## src/rtl/fb_write_arbiter_pkg.sv

```systemverilog
// fb_write_arbiter_pkg
//   Beat layout and source IDs shared by the frame-buffer write arbiter,
//   the image writer and the overlay producer.
//   Beat packing: {mask[53:50], frame[49], addr[48:32], pixel[31:0]}.
package fb_write_arbiter_pkg;

   localparam int unsigned BEAT_W    = 54;
   localparam int unsigned MASK_MSB  = 53;
   localparam int unsigned MASK_LSB  = 50;
   localparam int unsigned FRAME_BIT = 49;
   localparam int unsigned ADDR_MSB  = 48;
   localparam int unsigned ADDR_LSB  = 32;
   localparam int unsigned PIXEL_MSB = 31;

   localparam logic SRC_IMAGE   = 1'b0;
   localparam logic SRC_OVERLAY = 1'b1;

   typedef logic [BEAT_W-1:0] fb_beat_t;

endpackage

```

## src/rtl/fb_beat_reg.sv

```systemverilog
// fb_beat_reg
//   Registered output stage of the frame-buffer write arbiter. Holds one
//   beat; drains and refills in the same cycle when wr_ready is high.
// Ports:
//   clock, reset      system clock, synchronous active-low reset
//   beat, beat_valid  granted beat and whether any source offered one
//   beat_src          source ID of the granted beat
//   wr_ready          frame buffer accepts the held request
//   load              stage may take a new beat this cycle
//   wr_addr/wr_data/wr_mask/wr_frame/wr_valid, grant_src  held request
module fb_beat_reg
   import fb_write_arbiter_pkg::*;
#(
   parameter int ADDR_W = 17,
   parameter int DATA_W = 32,
   parameter int MASK_W = 4
) (
   input  logic              clock,
   input  logic              reset,
   input  fb_beat_t          beat,
   input  logic              beat_valid,
   input  logic              beat_src,
   input  logic              wr_ready,
   output logic              load,
   output logic [ADDR_W-1:0] wr_addr,
   output logic [DATA_W-1:0] wr_data,
   output logic [MASK_W-1:0] wr_mask,
   output logic              wr_frame,
   output logic              wr_valid,
   output logic              grant_src
);

   localparam logic [0:0] EMPTY = 1'b0;
   localparam logic [0:0] FULL  = 1'b1;

   logic [0:0] state;

   assign wr_valid = (state == FULL);
   assign load     = (state == EMPTY) | wr_ready;

   always_ff @(posedge clock) begin
      if (!reset) begin
         state     <= EMPTY;
         wr_addr   <= '0;
         wr_data   <= '0;
         wr_mask   <= '0;
         wr_frame  <= 1'b0;
         grant_src <= 1'b0;
      end else if (load) begin
         if (beat_valid) begin
            state     <= FULL;
            wr_addr   <= beat[ADDR_LSB +: ADDR_W];
            wr_data   <= beat[PIXEL_MSB-DATA_W+1 +: DATA_W];
            wr_mask   <= beat[MASK_LSB +: MASK_W];
            wr_frame  <= beat[FRAME_BIT];
            grant_src <= beat_src;
         end else begin
            state <= EMPTY;
         end
      end
   end

endmodule

```

## src/rtl/fb_write_arbiter.sv

```systemverilog
// fb_write_arbiter
//   Merges the base-image writer (source 0) and the overlay drawer
//   (source 1) onto one registered frame-buffer write port. The overlay
//   wins ties, except that after STARVE_MAX consecutive tie losses the
//   image source is forced a grant.
// Ports:
//   clock, reset               system clock, synchronous active-low reset
//   s0_din/s0_valid/s0_ready   image beat stream
//   s1_din/s1_valid/s1_ready   overlay beat stream
//   wr_addr/wr_data/wr_mask/wr_frame/wr_valid/wr_ready  frame-buffer port
//   grant_src                  source of the beat held on wr_*
// Optional (macro FB_WRITE_ARBITER_STATS_EN):
//   s0_grants, s1_grants, starve_events  saturating 16-bit counters
module fb_write_arbiter
   import fb_write_arbiter_pkg::*;
#(
   parameter int ADDR_W     = 17,
   parameter int DATA_W     = 32,
   parameter int MASK_W     = 4,
   parameter int STARVE_MAX = 16
) (
   input  logic              clock,
   input  logic              reset,
   input  fb_beat_t          s0_din,
   input  logic              s0_valid,
   output logic              s0_ready,
   input  fb_beat_t          s1_din,
   input  logic              s1_valid,
   output logic              s1_ready,
   output logic [ADDR_W-1:0] wr_addr,
   output logic [DATA_W-1:0] wr_data,
   output logic [MASK_W-1:0] wr_mask,
   output logic              wr_frame,
   output logic              wr_valid,
   input  logic              wr_ready,
   output logic              grant_src
`ifdef FB_WRITE_ARBITER_STATS_EN
   ,
   output logic [15:0]       s0_grants,
   output logic [15:0]       s1_grants,
   output logic [15:0]       starve_events
`endif
);

   localparam logic [7:0] STARVE_LIM = 8'(STARVE_MAX);

   logic       load;
   logic       forced;
   logic       gnt;
   logic       both;
   logic [7:0] starve_cnt;
   fb_beat_t   beat;

   assign both   = s0_valid & s1_valid;
   assign forced = both & (starve_cnt == STARVE_LIM);
   assign gnt    = (s1_valid & !forced) ? SRC_OVERLAY : SRC_IMAGE;
   assign beat   = (gnt == SRC_OVERLAY) ? s1_din : s0_din;

   // Readies are held low during reset so no producer sees a beat
   // "accepted" that the reset then drops.
   assign s0_ready = reset & load & (gnt == SRC_IMAGE);
   assign s1_ready = reset & load & (gnt == SRC_OVERLAY);

   always_ff @(posedge clock) begin
      if (!reset) begin
         starve_cnt <= '0;
      end else if (load) begin
         if (s0_valid && gnt == SRC_IMAGE)
            starve_cnt <= '0;
         else if (both)
            starve_cnt <= starve_cnt + 8'd1;
      end
   end

   fb_beat_reg #(
      .ADDR_W(ADDR_W),
      .DATA_W(DATA_W),
      .MASK_W(MASK_W)
   ) u_beat_reg (
      .clock     (clock),
      .reset     (reset),
      .beat      (beat),
      .beat_valid(s0_valid | s1_valid),
      .beat_src  (gnt),
      .wr_ready  (wr_ready),
      .load      (load),
      .wr_addr   (wr_addr),
      .wr_data   (wr_data),
      .wr_mask   (wr_mask),
      .wr_frame  (wr_frame),
      .wr_valid  (wr_valid),
      .grant_src (grant_src)
   );

`ifdef FB_WRITE_ARBITER_STATS_EN
   always_ff @(posedge clock) begin
      if (!reset) begin
         s0_grants     <= '0;
         s1_grants     <= '0;
         starve_events <= '0;
      end else begin
         if (s0_valid && s0_ready && s0_grants != '1)
            s0_grants <= s0_grants + 16'd1;
         if (s1_valid && s1_ready && s1_grants != '1)
            s1_grants <= s1_grants + 16'd1;
         if (forced && load && starve_events != '1)
            starve_events <= starve_events + 16'd1;
      end
   end
`endif

endmodule
```

## config.mk

```make
export PLATFORM = sky130hd
export DESIGN_NAME = fb_write_arbiter
export DESIGN_NICKNAME = d
export VERILOG_FILES = /design/src/rtl/fb_write_arbiter_pkg.sv /design/src/rtl/fb_beat_reg.sv /design/src/rtl/fb_write_arbiter.sv
export SDC_FILE = /design/constraint.sdc
export NUM_CORES = 1
export LEC_CHECK = 0
export BUFFER_PORTS_ARGS = -buffer_cell sky130_fd_sc_hd__buf_2
export CORE_ASPECT_RATIO = 1.5
export CORE_MARGIN = 1
export CORE_UTILIZATION = 48
export CTS_BUF_LIST = sky130_fd_sc_hd__clkbuf_8
export DETAILED_ROUTE_END_ITERATION = 16
export MAX_ROUTING_LAYER = met4
export PLACE_DENSITY = 0.86
export SLEW_MARGIN = 30
export SYNTH_ARGS = -nofsm -noshare
export SYNTH_HDL_FRONTEND = slang
export SYNTH_SLANG_ARGS = --single-unit
```

## constraint.sdc

```tcl
create_clock -name clock -period 2.9 [get_ports clock]
set_input_delay 0.435 -clock clock [delete_from_list [all_inputs] [get_ports clock]]
set_output_delay 0.435 -clock clock [all_outputs]
set_load 0.02 [all_outputs]
```

-- After elaboration in Yosys (flattened, before gate mapping)
Cells that the tools add are included.
- muxes and demuxes: 5
- bitwise operators: 10
- add/sub/neg operators: 1
- reductions and logical operators: 5
- eq/ne operators: 1
- operators by type and width (cell ; number):
    $mux W54 ; 1
    $mux W8 ; 2
    $add A8 B1 Y8 const B ; 1
    $eq A8 B5 Y1 const B ; 1
    $and A1 B1 Y1 ; 6
    $reduce_and A2 Y1 ; 2
    $mux W1 ; 2
    $not A1 Y1 ; 2
    $or A1 B1 Y1 ; 2
    $reduce_bool A2 Y1 ; 1
    $logic_and A1 B1 Y1 ; 1
    $logic_not A1 Y1 ; 1
- bits of input ports: 113
- bits in registers: 64
- logic and storage cells: 29
- output and inout bits: 58

-- Longest topological paths before layout
- word-level depth: 9
- depth in mapped cells: 8
- gate-level depth less buffers: 6

-- By module
From an unflattened synthesis, not the netlist that was laid out.
- cells, all modules: 360
- area total of the unflattened synthesis: 3443.3 um2
- modules (own cells, without submodules) (module ; sequential area each (um2) ; area an instance (um2) ; instances ; cells each):
    fb_beat_reg ; 1121.1 ; 2285.9 ; 1 ; 243
    fb_write_arbiter ; 160.2 ; 1157.4 ; 1 ; 117

-- Least setup slack after synthesis
No wires, ideal clock.
- path kind: reg2out
- from: reg starve_cnt[2]
- to: out s0_ready
- arrival time: 1.843 ns
- path buffers: 2
- slack: 0.622 ns
- data required time: 2.465 ns
- stages on the path, launching flop included: 6
- cell sequence: dfxtp_1 > or4b_4 > o41a_2 > clkbuf_1 > buf_2 > nor2_1
- cells in the longest elaborated chain, start to end: 7
- ends and longest elaborated chain (element ; RTL line ; RTL):
    start, declared ; fb_write_arbiter.sv:51 ; logic [7:0] starve_cnt;
    start signal, assigned ; fb_write_arbiter.sv:71 ; starve_cnt <= starve_cnt + 8'd1;
    $eq A8 B5 Y1 ; fb_write_arbiter.sv:55 ; assign forced = both & (starve_cnt == STARVE_LIM);
    $and A1 B1 Y1 ; fb_write_arbiter.sv:55 ;
    $logic_not A1 Y1 ; fb_write_arbiter.sv:56 ; assign gnt = (s1_valid & !forced) ? SRC_OVERLAY : SRC_IMAGE;
    $and A1 B1 Y1 ; fb_write_arbiter.sv:56 ;
    $mux W1 ; fb_write_arbiter.sv:56 ;
    $not A1 Y1 ; fb_write_arbiter.sv:61 ; assign s0_ready = reset & load & (gnt == SRC_IMAGE);
    $and A1 B1 Y1 ; fb_write_arbiter.sv:61 ;
    end, declared ; fb_write_arbiter.sv:26 ; output logic s0_ready,
Every way passes these cells.

-- Worst setup path after layout
Same ends and word-level chain as after synthesis.

==> metrics.txt <==
# TYPE chip_impl_metric gauge
chip_impl_info{name="status",value="finished, final reports clean"} 1
chip_impl_metric{name="min_path_cells",unit=""} 3
chip_impl_info{name="timing.critical_path.cells",value="or4b_4 > o41a_2 > nor2_1 > buf_2"} 1
chip_impl_metric{name="yosys_register_bits",unit=""} 64
chip_impl_metric{name="grt_first_pass_wirelength",unit="µm"} 13400
chip_impl_metric{name="cts_buffer_depth",unit=""} 2
chip_impl_metric{name="critPathMaxStageDelay",unit="ns"} 0.60
chip_impl_metric{name="wl",unit="µm"} 8240
chip_impl_metric{name="area_growth",unit="%"} 32.4
chip_impl_metric{name="nets",unit=""} 642
chip_impl_metric{name="synth_edf_count",unit=""} 0
chip_impl_metric{name="synth_seq_area_share",unit="%"} 44.4
chip_impl_metric{name="antenna_found_initial",unit=""} 0
chip_impl_metric{name="tritoncts_num_sinks",unit=""} 64
chip_impl_metric{name="cts.hold.buffers_added",unit=""} 0
chip_impl_metric{name="vdd_ir_drop_max",unit="mV"} 0.307
chip_impl_info{name="setup.worst_path.class",value="flip-flop to output pin"} 1
chip_impl_metric{name="post_cts.repair.setup_buffers",unit=""} 0
chip_impl_metric{name="maxSlewHeadroom",unit="%"} 66.3
chip_impl_metric{name="final_report_hold_violation_count",unit=""} 0
chip_impl_metric{name="detailedPlacementHpwl",unit="µm"} 5780
chip_impl_metric{name="cap_viol_max_count",unit=""} 0
chip_impl_metric{name="clk_latency",unit="ns"} 0.33
chip_impl_metric{name="finalClockSkew",unit="ns"} 0.0100
chip_impl_metric{name="yosys_warnings",unit=""} 0
chip_impl_metric{name="reg2reg_setup_slack",unit="ns"} 0.64
chip_impl_metric{name="number_of_i_o_pins",unit=""} 171
chip_impl_metric{name="final.min_clock_period",unit="ns"} 2.62
chip_impl_metric{name="maxClockFrequency",unit="MHz"} 382
chip_impl_metric{name="cp_max_fo",unit=""} 23
chip_impl_metric{name="routedWlPerCell",unit="µm"} 13.7
chip_impl_metric{name="grt_usage",unit="%"} 27.4
chip_impl_metric{name="ff2ff_path_depth",unit=""} 5
chip_impl_info{name="ys_dominant_reg_cell",value="dfxtp_1"} 1
chip_impl_metric{name="dieArea",unit="mm²"} 0.00633
chip_impl_info{name="tritoncts",value="built"} 1
chip_impl_info{name="whs_endpoint",value="u_beat_reg.wr_data[11]"} 1
chip_impl_metric{name="layout.cell_area.non_filler",unit="mm²"} 0.00382
chip_impl_metric{name="htreeDepth",unit=""} 3
chip_impl_metric{name="avgSynthCellArea",unit="µm²"} 7.78
chip_impl_metric{name="post_cts_resized",unit=""} 0
chip_impl_metric{name="number_of_standard_cells_in_the_layout_taps_in_and_fillers_out",unit=""} 603
chip_impl_metric{name="die_h",unit="µm"} 97.0
chip_impl_metric{name="p_leak",unit="nW"} 1.84
chip_impl_metric{name="n_antenna_cell",unit=""} 0
chip_impl_metric{name="die-width",unit="µm"} 65.3
chip_impl_metric{name="place_area",unit="mm²"} 0.00366
chip_impl_info{name="crit_path_start",value="starve_cnt[2]"} 1
chip_impl_info{name="unrepaired_setup_endpoints_after_global_routing",value="no"} 1
chip_impl_metric{name="total_nets_after_synthesis",unit=""} 486
chip_impl_metric{name="design.core.area",unit="mm²"} 0.00579
chip_impl_info{name="hold_path.class",value="input pin to flip-flop"} 1
chip_impl_metric{name="tightestPinTransition",unit="ns"} 0.506
chip_impl_metric{name="totalPowerFinal",unit="mW"} 2.04
chip_impl_metric{name="drt-vias-per-instance",unit=""} 5.48
chip_impl_metric{name="synthDistinctLibCells",unit=""} 27
chip_impl_metric{name="floorplan.rows",unit=""} 34
chip_impl_metric{name="route.vias.total",unit=""} 3302
chip_impl_metric{name="post_synth_instance_area",unit="mm²"} 0.00289
chip_impl_info{name="critical_path.slowest_cell",value="o41a_2"} 1
chip_impl_metric{name="maximum_number_of_pins_on_one_net_before_global_route_repair",unit=""} 63
chip_impl_info{name="worstReg2RegStart",value="starve_cnt[2]"} 1
chip_impl_metric{name="layout_setup_ws",unit="ns"} 0.282
chip_impl_info{name="root_buffer",value="clkbuf_8"} 1
chip_impl_info{name="timing.hold.worst.start",value="s1_din[11]"} 1
chip_impl_info{name="cp-end-kind",value="output pin"} 1
chip_impl_metric{name="final_layout_size_suffix_gt1_share",unit="%"} 37.9
chip_impl_metric{name="drt_pre_antenna_iters",unit=""} 4
chip_impl_metric{name="power_density",unit="mW/mm²"} 534
chip_impl_metric{name="finalHoldWorstSlack",unit="ns"} 0.351
chip_impl_metric{name="place_worst_setup_slack",unit="ns"} 0.634
chip_impl_metric{name="drt.antenna.violating_nets",unit=""} 0
chip_impl_metric{name="final_min_period_over_clock_period",unit="%"} 90.3
chip_impl_info{name="worst_r2r_endpoint",value="u_beat_reg.wr_data[15]"} 1
chip_impl_metric{name="post_synth_inst_count",unit=""} 371
chip_impl_metric{name="tritoncts.num_buffers",unit=""} 9
chip_impl_metric{name="report.final.setup_viol",unit=""} 0
chip_impl_metric{name="worstPathArrival",unit="ns"} 2.18
chip_impl_info{name="start_kind",value="flip-flop"} 1
chip_impl_metric{name="drt_iter0_markers",unit=""} 213
chip_impl_metric{name="synth_async_sr_flop_share",unit="%"} 0
chip_impl_metric{name="worstPathRequired",unit="ns"} 2.47
chip_impl_metric{name="globalRouteOverflowTotal",unit=""} 0
chip_impl_metric{name="tns",unit="ns"} 0
chip_impl_metric{name="finish.utilization",unit="%"} 66.0
chip_impl_metric{name="route.detailed.drc",unit=""} 0
chip_impl_metric{name="initial_cell_density_of_the_core",unit="%"} 49.9
chip_impl_metric{name="first_global_vias",unit=""} 3128
chip_impl_metric{name="worst_setup_hold_path_clk_slew",unit="ns"} 0.07
chip_impl_metric{name="numPortBuffers",unit=""} 170
chip_impl_metric{name="placedCellCount",unit=""} 588
chip_impl_metric{name="routabilityCongestion",unit=""} 0.842
chip_impl_metric{name="final_max_slew_viol_count",unit=""} 0
==> critical path, delay by kind of cell, from the launching register on <==
family / cells / cell delay, ns
AND/OR/NAND/NOR: 2 / 0.72
AO/OA/AOI/OAI: 1 / 0.60
flip-flops: 1 / 0.37
buffers and inverters: 1 / 0.17
==> how the worst max path moves through the flow <==
stage                    end  depth (start not counted)
CTS                 s0_ready                          4
global route        s0_ready                          4
floorplan           s0_ready                          5
detailed placement  s0_ready                          4
finish              s0_ready                          4
global placement    s0_ready                          4
==> cell families (layout without fill, tap and decap cells) <==
kind of cell / Yosys count / in the layout / share of synthesized area [%]
AOI/OAI and AO/OA: 121 / 121 / 24.6
and+or+nand+nor: 149 / 149 / 22.0
buffers and inverters: 35 / 195 / 8.07
DFF: 64 / 64 / 44.4
adders and majority gates: 2 / 2 / 0.867
==> state kept, by name, summed over array words and instances, names as in the netlist <==
name / count
u_beat_reg.wr_data: 32
u_beat_reg.wr_addr: 17
starve_cnt: 8
u_beat_reg.wr_mask: 4
u_beat_reg.grant_src: 1
u_beat_reg.wr_frame: 1
u_beat_reg.wr_valid: 1
==> synthesized netlist by cell type (4+ instances only) <==
library cell,instances,area [µm²]
nor2_1,4,15.0
buf_2,7,35.0
a21oi_1,4,20.0
nand3_1,10,50.1
buf_12,5,100
dfxtp_1,64,1280
clkbuf_1,18,67.6
nand2_1,121,454
a31oi_1,60,375
o21ai_0,55,275
or4_2,5,43.8
==> layer usage <==
metal	GRT usage [%]	vias up	share of wire (%)
met5	-	-	0
met4	15.6	0	3.5
met3	3.77	29	4.8
met2	46.6	135	51
met1	29.4	1523	40
li1	-	1615	-
==> layout by cell type, fill, tap and decap left out, types with 2 or more instances in the layout <==
cell / n
buf_2: 170
nand2_1: 121
dfxtp_1: 64
a31oi_1: 60
o21ai_0: 55
nand3_1: 10
clkbuf_8: 9
buf_4: 7
or4_2: 5
inv_1: 4
a21oi_1: 4
nor2_1: 3
clkinv_2: 3
ha_1: 2
==> power breakdown <==
part	switching (mW)	internal, mW
clock	0.317	0.294
combinational	0.275	0.167
sequential	0.0337	0.953
==> final cells by class <==
class	count	area (µm²)
Clock inverter	6	30.0
Fill cell	514	1970
Sequential cell	64	1280
Inverter	3	11.3
Timing Repair Buffer	177	903
Clock buffer	9	124
Tap cell	72	90.1
Multi-Input combinational cell	272	1380
No activity file was read; power rests on OpenSTA's default activity.
